**src/rtl/display_scan_ctrl_pkg.sv**
```systemverilog
// Shared constants and types for the multiplexed 7-segment display scanner.
// Holds the digit count, the digit-index type, the scan state encoding and
// a helper that sizes the slot counter.
package display_scan_ctrl_pkg;

  localparam int unsigned NUM_DIGITS = 8;

  typedef logic [2:0] digit_idx_t;

  typedef enum logic {
    SHOW = 1'b0,
    DEAD = 1'b1
  } scan_state_t;

  // Bits needed to count 0..max(a,b)-1 (both arguments are >= 2 in use).
  function automatic int unsigned cnt_width(input int unsigned a,
                                            input int unsigned b);
    int unsigned m;
    m = (a > b) ? a : b;
    return (m < 2) ? 1 : $clog2(m);
  endfunction

endpackage

```
**src/rtl/display_scan_ctrl_scan_prescaler.sv**
```systemverilog
// scan_prescaler: slot counter for the display scanner.
// Latency: done is combinational from the count register (high in the tc cycle).
// Backpressure: none; counts every cycle, clr or rst return it to zero.
//
// Ports:
//   clk   - clock, rising edge
//   rst   - synchronous active-high reset, clears the count
//   clr   - synchronous clear, restarts the slot at zero
//   tc    - terminal count (last count value of the current slot)
//   done  - high while the count equals tc
module scan_prescaler #(
  parameter int unsigned CW = 8
) (
  input  logic          clk,
  input  logic          rst,
  input  logic          clr,
  input  logic [CW-1:0] tc,
  output logic          done
);

  logic [CW-1:0] cnt;

  always_ff @(posedge clk) begin
    if (rst || clr) begin
      cnt <= '0;
    end else begin
      cnt <= cnt + CW'(1);
    end
  end

  assign done = (cnt == tc);

endmodule

```
**src/rtl/display_scan_ctrl.sv**
```systemverilog
// display_scan_ctrl: time-multiplexed anode scanner for an 8-digit display.
// Latency: sel/an/tick/frame_start registered together; digit_en reaches an in 1 cycle.
// Backpressure: none; free-running scan, slot timing never depends on inputs.
//
// Ports:
//   clk         - clock, rising edge
//   rst         - synchronous active-high reset
//   digit_en    - per-digit enable, bit i shows digit i
//   sel         - index of the digit being scanned (digit mux select)
//   an          - active-low anode drive, at most one bit low
//   tick        - one-cycle pulse on every sel change
//   frame_start - one-cycle pulse when sel wraps to 0
//
// Build option: DISP_SCAN_DEADTIME_EN inserts a DEAD_CYCLES all-off guard
// between digits; without it sel advances straight after each SHOW slot.
module display_scan_ctrl
  import display_scan_ctrl_pkg::*;
#(
  parameter int unsigned CLK_DIV = 100000
`ifdef DISP_SCAN_DEADTIME_EN
  , parameter int unsigned DEAD_CYCLES = 1000
`endif
) (
  input  logic             clk,
  input  logic             rst,
  input  logic [7:0]       digit_en,
  output digit_idx_t       sel,
  output logic [7:0]       an,
  output logic             tick,
  output logic             frame_start
);

`ifdef DISP_SCAN_DEADTIME_EN
  localparam int unsigned CW = cnt_width(CLK_DIV, DEAD_CYCLES);
  localparam logic [CW-1:0] DEAD_TC = CW'(DEAD_CYCLES - 1);
`else
  localparam int unsigned CW = cnt_width(CLK_DIV, CLK_DIV);
`endif
  localparam logic [CW-1:0] SHOW_TC = CW'(CLK_DIV - 1);

  scan_state_t   state, next_state;
  digit_idx_t    next_sel;
  logic [7:0]    next_an;
  logic          slot_start;
  logic          done;
  logic [CW-1:0] tc;

  // Every state change starts a fresh count, so the counter is simply
  // cleared whenever it reaches its terminal count.
`ifdef DISP_SCAN_DEADTIME_EN
  assign tc = (state == DEAD) ? DEAD_TC : SHOW_TC;
`else
  assign tc = SHOW_TC;
`endif

  scan_prescaler #(
    .CW (CW)
  ) u_prescaler (
    .clk  (clk),
    .rst  (rst),
    .clr  (done),
    .tc   (tc),
    .done (done)
  );

  always_ff @(posedge clk) begin
    if (rst) begin
      state       <= SHOW;
      sel         <= '0;
      an          <= 8'hFF;
      tick        <= 1'b0;
      frame_start <= 1'b0;
    end else begin
      state       <= next_state;
      sel         <= next_sel;
      an          <= next_an;
      tick        <= slot_start;
      frame_start <= slot_start && (next_sel == '0);
    end
  end

  always_comb begin
    next_state = state;
    next_sel   = sel;
    slot_start = 1'b0;
    case (state)
      SHOW: begin
        if (done) begin
`ifdef DISP_SCAN_DEADTIME_EN
          next_state = DEAD;
`else
          next_sel   = digit_idx_t'(sel + 3'd1);
          slot_start = 1'b1;
`endif
        end
      end
`ifdef DISP_SCAN_DEADTIME_EN
      DEAD: begin
        if (done) begin
          next_state = SHOW;
          next_sel   = digit_idx_t'(sel + 3'd1);
          slot_start = 1'b1;
        end
      end
`endif
      default: next_state = SHOW;
    endcase

    // an is computed from the next state/sel so it lines up with them on
    // the same edge; digit_en is the value present in the current cycle.
    next_an = 8'hFF;
    if ((next_state == SHOW) && digit_en[next_sel]) begin
      next_an = ~(8'b1 << next_sel);
    end
  end

  a_an_onehot0 : assert property (@(posedge clk) disable iff (rst)
    $onehot0(~an));

`ifdef DISP_SCAN_DEADTIME_EN
  a_an_off_in_dead : assert property (@(posedge clk) disable iff (rst)
    (state == DEAD) |-> (an == 8'hFF));
`endif

endmodule

```
**config.mk**
```make
export PLATFORM = sky130hd
export DESIGN_NAME = display_scan_ctrl
export DESIGN_NICKNAME = d
export VERILOG_FILES = /design/src/rtl/display_scan_ctrl_pkg.sv /design/src/rtl/display_scan_ctrl_scan_prescaler.sv /design/src/rtl/display_scan_ctrl.sv
export SDC_FILE = /design/constraint.sdc
export NUM_CORES = 1
export LEC_CHECK = 0
export ABC_AREA = 1
export CAP_MARGIN = 10
export CORE_MARGIN = 2
export CORE_UTILIZATION = 55
export CTS_BUF_LIST = sky130_fd_sc_hd__clkbuf_4 sky130_fd_sc_hd__clkbuf_8 sky130_fd_sc_hd__clkbuf_16
export CTS_CLUSTER_SIZE = 40
export DETAILED_ROUTE_END_ITERATION = 6
export DONT_BUFFER_PORTS = 1
export GPL_TIMING_DRIVEN = 0
export PLACE_DENSITY = 0.73
export SYNTH_ARGS = -nofsm -noshare
export SYNTH_HDL_FRONTEND = slang
export SYNTH_SLANG_ARGS = --single-unit
```
**constraint.sdc**
```tcl
create_clock -name clk -period 1.5 [get_ports clk]
set_input_delay 0.3 -clock clk [delete_from_list [all_inputs] [get_ports clk]]
set_output_delay 0.3 -clock clk [all_outputs]
set_load 0.02 [all_outputs]
```
==> results.md <==
Outcome:
- The run finished, with violations left.
- The final reports fail on negative setup slack.

STA:
- Setup repair after global routing could not meet its margin everywhere.
- Headroom to the max-slew limit came out at approximately 73%.
- In the post-route analysis, the smallest setup slack over all paths is -288.9 ps.
- The final-report hold violation count was 0.
- The maximum frequency from static timing analysis is 559.0 MHz.
- The worst setup skew after layout is 18.18 ps.
- The shortest clock period the worst path allows after layout is 1789 ps.
- In the finished design, the share of the clock period the worst path needs comes to 119.3%.
- The setup violation total in the final timing report is 16.
- The transition time at the pin with the least slew margin is 409.3 ps.
- The final number of max-transition violations is 0.

Worst setup path:
- In this design, the stage delay of the slowest critical-path cell is 370 ps.
- The worst setup path is of the register to register kind.
- The startpoint type of the worst setup path is a register.
- Traced cell by cell, the critical path runs through inv_2 > nor2_2 > nand3_2 > inv_2 > nand3_4 > nand2_4 > nand2_4 > nand2_1 > nand2_1 > nand2_1 > nand3_2 > nand2_4 > nand3_2.
- The capture instance of the worst register-to-register path is an[0].
- The worst-path cell with the longest stage delay is sky130_fd_sc_hd__dfxtp_2.
- Along the worst path, the maximum fanout reaches 8.
- The worst setup path is captured at a register.
- The worst register-to-register path has a depth of 13.
- The worst path arrival time is between 2000 and 2500 ps.
- Among cell families on the critical path, the largest total delay comes from simple AND/OR/NAND/NOR gates.
- The minimum setup slack among reg-to-reg paths is -290 ps.
- The worst register-to-register path begins at u_prescaler.cnt[7].
- For the worst setup path, the data required time is 1720 ps.
- The buffers plus inverters on the worst setup path is 2.

Cells and area:
- The post-route standard cell area excluding fillers is 1884 um2.
- From synthesis to final layout, the design area changed by 35.55%.
- 0 antenna diodes ended up in the layout.
- The number of fill cells is 166.
- The ratio of cells with drive above 1 in the final layout is about 41%.
- The sequential cells in the finished layout cover a total of around 600 um2.
- The multi-input combinational cells in the finished layout cover a total of 894.6 um2.
- The finished layout holds ~240 standard cells, fillers aside.
- The final layout contains 220 nets.

Clock network:
- The maximum count of clock buffers along a single path is 2.
- Clock tree synthesis found a total of 30 sinks.
- The count of hold buffers inserted by post-cts repair is 0.
- Clock tree synthesis selected as its root buffer the cell sky130_fd_sc_hd__clkbuf_4.
- In this run the number of H-tree levels came out at 2.
- TritonCTS built the clock tree.
- Clock latency on the worst-skew pair, taken at its later pin, is 350 ps.
- Clock-pin slew was measured on the worst setup and hold paths at 110 ps.
- In this run, CTS created clock tree buffers numbering 5.

Worst hold path:
- The path with the worst hold slack has its endpoint at sel[0].
- The class of the tightest hold or removal check is primary input to register.
- The cell depth of the worst hold path is 1.
- The hold path startpoint is rst.

Yosys:
- The number of enable-type register cells in the synthesized netlist is 0.
- The area share of and/or/nand/nor cells after synthesis is between 30 and 40%.
- The parity-gate share of the synthesized area counting xor and xnor cells is 3.690%.
- Summing the areas of all compound-gate instances in the mapped netlist gives around 5.3% of the synthesized area.
- The count of unique library cells instantiated by Yosys is 29.
- The mux share of post-synthesis cell area is 0%.
- After synthesis, the cell types taking the most area are sky130_fd_sc_hd__dfxtp_1, sky130_fd_sc_hd__nand2_1, sky130_fd_sc_hd__nor2_1.
- The area share of the largest cell type after synthesis is 43.20%.
- Counting every net in the synthesized netlist gives approximately 200.
- The Yosys warning count is 0.
- Counting flops and latches in the post-synthesis netlist gives 30.
- In the synthesized netlist, the cells that appear most often are sky130_fd_sc_hd__nand2_1, sky130_fd_sc_hd__dfxtp_1, sky130_fd_sc_hd__nor2_1.
- The netlist area before placement is around 1400 um2.
- The share of synthesized registers carrying an async set or reset is 0%.
- The cell type with the largest total area after synthesis is sky130_fd_sc_hd__dfxtp_1.
- The post-synthesis area per instance is around 7.3 um2.
- For this run, the register share of the synthesized area comes to 43.20%.
- The most common cell in the netlist is sky130_fd_sc_hd__nand2_1.
- The adder-cell share of the synthesized area is 1.800%.
- Counting every instance in the synthesized netlist gives 190.
- By area, the combinational part of the netlist is dominated by simple AND/OR/NAND/NOR gates.
- The dominant register cell in the synthesized netlist is sky130_fd_sc_hd__dfxtp_1.

Placed design:
- The HPWL after detailed placement is 1.906 mm.
- The placed cell count is 220.
- The count of buffers inserted at the top-level ports is 0.
- Summing all placed instances gives a cell area of around 1500 um2.
- The last weighted congestion value of the routability-driven placer is approximately 0.8.
- The worst setup timing slack at the placement stage is -267.0 ps.

Pwr:
- Sequential cells burn a little under half of the power.
- In this run the static leakage power is approximately 0.81 nW.
- The proportion of total power due to net switching is a little over 20%.
- VDD sags by at most between 1 and 1.5 mV.
- The share of total power dissipated in combinational logic is 4.0%.
- The clock network fraction of design power is 49.5%.
- Summed over all nets, the switching power comes to around 360 uW.
- The power per cell area is 930.9 nW/um2.
- The internal power contribution is 1.399 mW.

Floorplan:
- From bottom edge to top edge, the die measures about 54 um.
- The count of standard-cell rows is 18.
- The die area is 2946 um2.
- The x dimension of the die is 54.28 um.
- The number of top-level design ports is 23.
- The initial core utilization is a little under three fifths.
- The area of the placeable core is 2432 um2.

Global routing:
- The total overflow left after global routing is 0.
- Entering global routing, the biggest net connects 11 pins.
- The via count of the first global-routing pass is 1030.
- The first-pass GRT wire length is 4.388 mm.
- The number of antenna violations at the first check in global routing is 0.
- The global routing usage summed across all routing layers is 21.40%.

Routing:
- The first routing iteration left 35 violations.
- Summed over all layers, the routed wires come to 3.438 mm.
- In this run the remaining antenna-violating nets after routing total 0.
- The first TritonRoute pass finished after 4 iterations.
- The total vias in the final route is between 1000 and 1500.
- The average routed wire per standard cell is 14.38 um.
- The vias per cell is 5.347.
- The number of design rule violations left after detail routing is 0.

Flow run:
- Max-cap violations in this run came to 0.
## kinds of logic after synthesis
logic type	count (synthesis)
AOI/OAI and AO/OA	13
DFF	30
xor gates and xnor gates	5
buffers and inverters	33
adders and majority gates	2
and+or+nand+nor	107
## worst max-delay path by stage
stage                              from             endpoint  slack, ps  cells after the start
floorplan            u_prescaler.cnt[1]                an[4]        -40                     14
global route        u_prescaler.cnt[12]                an[5]       -390                     12
finish               u_prescaler.cnt[7]                an[0]       -290                     13
detailed placement   u_prescaler.cnt[1]  u_prescaler.cnt[14]       -270                     10
CTS                  u_prescaler.cnt[1]  u_prescaler.cnt[14]       -220                     10
global placement     u_prescaler.cnt[0]  u_prescaler.cnt[14]       -210                     10
## metrics by stage
step	power [mW]	setup TNS (ps)	util (%)	hold WS, ps
global placement	0.8761	-2783	60.34	375.8
detailed placement	0.8810	-3854	60.34	375.4
finish	1.754	-2987	77.47	9.766
global route	1.794	-4899	77.47	-2.668
CTS	1.740	-2577	69.80	6.547
floorplan	0.8700	-308.5	-	372.4
## cell type report
class / instances / area share (%)
plain buffers: 1 / 0.5976
clock buffers: 6 / 2.722
clock inverters: 2 / 3.187
inverters: 32 / 6.773
multi-input cells: 127 / 47.48
flip-flops and latches: 30 / 32.67
well taps: 30 / 1.992
repair buffers: 11 / 4.582
## layout by cell type (no fill, tap or decap), types with 6 or more instances in the layout
cell type                 Yosys  routed
sky130_fd_sc_hd__nand2_1     34      24
sky130_fd_sc_hd__inv_1       24      23
sky130_fd_sc_hd__nor2_1      28      22
sky130_fd_sc_hd__dfxtp_1     30      22
sky130_fd_sc_hd__nand3_2      1      15
sky130_fd_sc_hd__buf_4        0      10
sky130_fd_sc_hd__nand2_2      3       7
sky130_fd_sc_hd__nor2_2       2       6
sky130_fd_sc_hd__nand2_4      0       6
sky130_fd_sc_hd__nand3_1     20       6
sky130_fd_sc_hd__dfxtp_2      0       6
## state kept, by name (all words and copies together), names as in the netlist
signal           cells
u_prescaler.cnt     17
tick                 1
an                   8
sel                  3
frame_start          1
## power by group through the flow
stage	clock (mW)	combinational [mW]	sequential (mW)
finish	0.869	0.0695	0.816
global route	0.903	0.0742	0.818
floorplan	0	0.0380	0.832
CTS	0.869	0.0550	0.816
global placement	0	0.0436	0.833
detailed placement	0	0.0474	0.834
## what timing repair did
action / 4_1_cts / 5_1_grt
hold endpoints to repair: 0 / 1
pin swaps: 9 / 9
resized for setup: 21 / 43
setup buffers: 5 / 6
endpoints found under the setup margin: 24 / 23
gates cloned: 0 / 1
## routing by layer
metal  GRT usage (%)  part of all wire [%]  up-vias
li1                -                     -      633
met1           26.45                    42      604
met2           33.53                    52       37
met3           8.470                   5.1        4
met4           7.917                  0.90        0
met5               0                     0        -
(Power assumes the default switching activity.)
